**src/rtl/debounce_pkg.sv**
```systemverilog
// Shared definitions for the input debouncer: FSM state encoding and defaults.
package debounce_pkg;

  typedef enum logic [1:0] {
    IDLE_LO = 2'b00,
    WAIT_HI = 2'b01,
    IDLE_HI = 2'b11,
    WAIT_LO = 2'b10
  } state_e;

  localparam int unsigned DEFAULT_STABLE_CNT = 50000;
  localparam int unsigned SYNC_DEPTH         = 2;

endpackage

```
**src/rtl/sync_2ff.sv**
```systemverilog
// Two-flop synchronizer bringing an asynchronous level into the clk domain.
module sync_2ff
  import debounce_pkg::*;
(
  input  logic clk,
  input  logic clr,
  input  logic din,
  output logic dout
);

  logic [SYNC_DEPTH-1:0] ff_q;
  logic [SYNC_DEPTH-1:0] ff_d;

  always_comb begin
    ff_d = {ff_q[SYNC_DEPTH-2:0], din};
  end

  always_ff @(posedge clk or negedge clr) begin
    if (!clr) begin
      ff_q <= '0;
    end else begin
      ff_q <= ff_d;
    end
  end

  assign dout = ff_q[SYNC_DEPTH-1];

endmodule

```
**src/rtl/input_debouncer.sv**
```systemverilog
// Debounces a raw input into a clean level plus rise/fall/en strobes for a latch.
// Define INPUT_DEBOUNCE_SYNC_EN to place a 2-FF synchronizer in front of the FSM.
module input_debouncer
  import debounce_pkg::*;
#(
  parameter int unsigned STABLE_CNT = DEFAULT_STABLE_CNT,
  parameter int unsigned CNT_W      = 16
) (
  input  logic clk,
  input  logic clr,
  input  logic din,
  output logic dout,
  output logic en_pulse,
  output logic rise,
  output logic fall,
  output logic busy
);

  localparam logic [CNT_W-1:0] CNT_TERM = CNT_W'(STABLE_CNT - 1);

  logic s;

`ifdef INPUT_DEBOUNCE_SYNC_EN
  sync_2ff u_sync (
    .clk  (clk),
    .clr  (clr),
    .din  (din),
    .dout (s)
  );
`else
  assign s = din;
`endif

  state_e           state_q, state_d;
  logic [CNT_W-1:0] cnt_q, cnt_d;
  logic             dout_q, dout_d;
  logic             rise_q, rise_d;
  logic             fall_q, fall_d;
  logic             en_pulse_q, en_pulse_d;
  logic             busy_q, busy_d;

  always_comb begin
    state_d = state_q;
    cnt_d   = cnt_q;
    dout_d  = dout_q;
    rise_d  = 1'b0;
    fall_d  = 1'b0;
    case (state_q)
      IDLE_LO: begin
        cnt_d = '0;
        if (s) state_d = WAIT_HI;
      end
      IDLE_HI: begin
        cnt_d = '0;
        if (!s) state_d = WAIT_LO;
      end
      WAIT_HI: begin
        if (!s) begin
          state_d = IDLE_LO;
          cnt_d   = '0;
        end else if (cnt_q == CNT_TERM) begin
          state_d = IDLE_HI;
          cnt_d   = '0;
          dout_d  = 1'b1;
          rise_d  = 1'b1;
        end else begin
          cnt_d = cnt_q + CNT_W'(1);
        end
      end
      WAIT_LO: begin
        if (s) begin
          state_d = IDLE_HI;
          cnt_d   = '0;
        end else if (cnt_q == CNT_TERM) begin
          state_d = IDLE_LO;
          cnt_d   = '0;
          dout_d  = 1'b0;
          fall_d  = 1'b1;
        end else begin
          cnt_d = cnt_q + CNT_W'(1);
        end
      end
      default: begin
        state_d = IDLE_LO;
        cnt_d   = '0;
        dout_d  = 1'b0;
      end
    endcase
    // busy mirrors the next state so it rises on WAIT entry and drops on exit
    busy_d     = (state_d == WAIT_HI) || (state_d == WAIT_LO);
    en_pulse_d = rise_d | fall_d;
  end

  always_ff @(posedge clk or negedge clr) begin
    if (!clr) begin
      state_q    <= IDLE_LO;
      cnt_q      <= '0;
      dout_q     <= 1'b0;
      rise_q     <= 1'b0;
      fall_q     <= 1'b0;
      en_pulse_q <= 1'b0;
      busy_q     <= 1'b0;
    end else begin
      state_q    <= state_d;
      cnt_q      <= cnt_d;
      dout_q     <= dout_d;
      rise_q     <= rise_d;
      fall_q     <= fall_d;
      en_pulse_q <= en_pulse_d;
      busy_q     <= busy_d;
    end
  end

  assign dout     = dout_q;
  assign rise     = rise_q;
  assign fall     = fall_q;
  assign en_pulse = en_pulse_q;
  assign busy     = busy_q;

endmodule

```
**config.mk**
```make
export PLATFORM = sky130hd
export DESIGN_NAME = input_debouncer
export DESIGN_NICKNAME = d
export VERILOG_FILES = /design/src/rtl/debounce_pkg.sv /design/src/rtl/sync_2ff.sv /design/src/rtl/input_debouncer.sv
export SDC_FILE = /design/constraint.sdc
export NUM_CORES = 1
export LEC_CHECK = 0
export ABC_AREA = 0
export CAP_MARGIN = 20
export CELL_PAD_IN_SITES_DETAIL_PLACEMENT = 1
export CELL_PAD_IN_SITES_GLOBAL_PLACEMENT = 1
export CORE_MARGIN = 2
export CORE_UTILIZATION = 52
export DETAILED_ROUTE_END_ITERATION = 12
export DONT_BUFFER_PORTS = 1
export GPL_TIMING_DRIVEN = 0
export PLACE_DENSITY = 0.87
export SLEW_MARGIN = 10
export SYNTH_ARGS = -nofsm -noshare
export SYNTH_HDL_FRONTEND = slang
export SYNTH_SLANG_ARGS = --single-unit
```
**constraint.sdc**
```tcl
create_clock -name clk -period 2.5 [get_ports clk]
set_input_delay 0.5 -clock clk [delete_from_list [all_inputs] [get_ports clk]]
set_output_delay 0.5 -clock clk [all_outputs]
set_load 0.01 [all_outputs]
```
==> flow_metrics.tcl <==
set metrics [dict create \
    hpwl_mm 1.72 \
    port_buffers 0 \
    synth_fp_nets 126 \
    worstSkewPairLatency_ns 0.30 \
    cts_tree "built" \
    setup_viol 0 \
    comb_power_share_pct 23.5 \
    ant_nets 0 \
    worst_pin_slew_ns 0.481 \
    yosys_warnings 0 \
    wirelength_mm 2.41 \
    die-area_um2 2750 \
    syn_avg_cell_area_um2 10.3 \
    rsz0062_at_grt "no" \
    peakVddDrop_mv 0.302 \
    place.gp.congestion 0.743 \
    drc 0 \
    cts.path.max_buffers 2 \
    async_reset_ff_share_pct 100 \
    p_sw_share_pct 30.5 \
    ys_seq_elements 23 \
    setup_ws_ns 0.601 \
    vias_per_cell 5.61 \
    fin_crit_ns 1.90 \
    tns_ns 0 \
    p_sw_uw 236 \
    grt_max_degree 24 \
    cap_violations 0 \
    grt_util_all_layers_pct 21.1 \
    die_w_um 52.5 \
    core.rowCount 17 \
    clock_power_share_pct 21.8 \
    n_antenna_cell 0 \
    start_util_pct 55.2 \
    drive_gt1_share_pct 9.68 \
    internal_power_uw 537 \
    ys.flop_type "dfrtp_1" \
    whs_ns 0.466 \
    clkTransAtPathRegs_ns 0.12 \
    drv_slew 0 \
    hold_path_class "primary input to flip-flop" \
    yosysSeqAreaShare_pct 47.1 \
    ios 8 \
    fp.dieH_um 52.5 \
    area_growth_pct 7.07 \
    power_density_nw_per_um2 592 \
    htree_levels 1 \
    status "finished clean" \
    worstSetupStartpointType "flip-flop" \
    core_area_um2 2210 \
    antenna_found_initial 0 \
    max_clock_freq_ghz 0.527 \
    crit_required_ns 2.70 \
    overflow 0 \
    cts-hold-fix-buffers 1 \
    cts_made_buffers 3 \
    vias 852 \
    slew_headroom_pct 67.8 \
    first_iter_violations 6 \
    cts-root-buf "clkbuf_4" \
    synth_edf_count 0 \
    postCtsResizedCells 0 \
    first_pass_iters 2 \
    yosys.cell_types.count 29 \
    p_leak_uw 0.000555 \
    cts.sinks 23 \
    finalHoldViolCount 0 \
    synthesis.instances 118 \
    post-cts-setup-buffer-count 0 \
    critPathMaxFanout 6 \
    post-place-ws_ns 0.632 \
    syn-cell-area_um2 1220 \
    finClkSkew_ns 0.000926 \
    min_period_over_period_pct 75.9 \
    arrival_ns 2.10 \
    fin_nets 133 \
    endpoint_kind "flip-flop" \
    wl_per_cell_um 15.8 \
    grt_pass1_wl_mm 4.28 \
    p_seq_share_pct 54.7 \
    crit_type "flip-flop to flip-flop" \
    first_global_vias 939 \
]
layout make-up:
type | instances | area (µm²)
sequential | 23 | 576
tap | 28 | 35.0
buffer | 2 | 10.0
fill | 257 | 905
multi-input combinational | 89 | 621
timing repair buffer | 2 | 25.0
clock buffer | 4 | 26.3
inverter | 4 | 15.0
critical path, cell delays in order (launching register included):
cell and delay (ns):
dfrtp_1 0.49, inv_1 0.11, ha_1 0.26, o21a_1 0.20, o21ai_0 0.21, o211ai_2 0.14, xnor2_1 0.14, mux2_4 0.25
metrics by stage:
step           utilization (%)  power, µW  instance area, µm²  instances
2_1_floorplan                -        559                1220        118
3_3_place_gp              56.8        586                1260        146
4_1_cts                   58.4        782                1290        151
5_1_grt                   59.1        825                1310        152
6_report                  59.1        773                1310        152
3_5_place_dp              56.8        601                1260        146
cells in the final DEF (no fill, tap or decap), drive strengths merged, types with 2 or more instances in the layout:
master	n
nor3	2
clkbuf	4
dfrtp	23
o211ai	2
xnor2	5
nand2b	6
nand2	7
nand4	4
ha	5
and3	3
nor3b	2
nor2	19
inv	4
and4	2
o21ai	5
buf	3
nand3	8
xor2	10
Yosys cell counts, types with 2 or more instances:
cell type,number,area [µm²]
dfrtp_1,23,576
nor2_1,19,71.3
xor2_1,10,87.6
nand3_1,8,40.0
nand2_1,7,26.3
nand2b_1,6,37.5
ha_1,5,62.6
o21ai_0,5,25.0
xnor2_1,5,43.8
inv_1,4,15.0
and3_1,3,18.8
nand4_1,3,18.8
buf_2,2,10.0
nor3_1,2,10.0
nor3b_1,2,15.0
flip-flops by register name, indices dropped and copies added, names as in the netlist:
register and count:
busy 1, rise 1, en_pulse 1, dout 1
cnt_q 16, fall 1, state_q 2
power groups by stage:
| stage | registers [µW] | clock network [µW] | logic [µW] |
|---|---|---|---|
| after floorplan | 422 | 0 | 138 |
| after global placement | 427 | 0 | 159 |
| after detailed placement | 429 | 0 | 172 |
| after CTS | 423 | 177 | 182 |
| after global routing | 427 | 193 | 205 |
| final | 423 | 169 | 182 |
final timing paths:
path                                      startpoint  cells after the start                  end  slack, ns
worst min-delay path                             din                      2       fall$_DFF_PN0_       0.47
worst min register to register    cnt_q[0]$_DFF_PN0_                      1   cnt_q[0]$_DFF_PN0_       0.52
max in group asynchronous                        clr                      2       fall$_DFF_PN0_       1.47
min in group asynchronous                        clr                      1  cnt_q[11]$_DFF_PN0_       0.58
worst max-delay path            state_q[1]$_DFF_PN0_                      7       busy$_DFF_PN0_       0.60
worst max register to register  state_q[1]$_DFF_PN0_                      7       busy$_DFF_PN0_       0.60
logic make-up (layout without fill, tap and decap cells):
group,Yosys count,in the layout,synth area share [%]
compound gates,10,10,6.05
xor+xnor,15,15,10.8
fa+ha+maj,5,5,5.12
buf+inv,6,12,2.05
flops,23,23,47.1
mux,2,2,2.05
simple gates,57,57,26.8
routing by layer:
layer  up-vias  track usage, %  share of wire (%)
met4         0            6.41               0.33
li1        413               -                  -
met3         2            3.43                1.4
met2         5            32.9                 50
met5         -               0                  0
met1       432            30.1                 49
No activity file was read; power rests on OpenSTA's default activity.
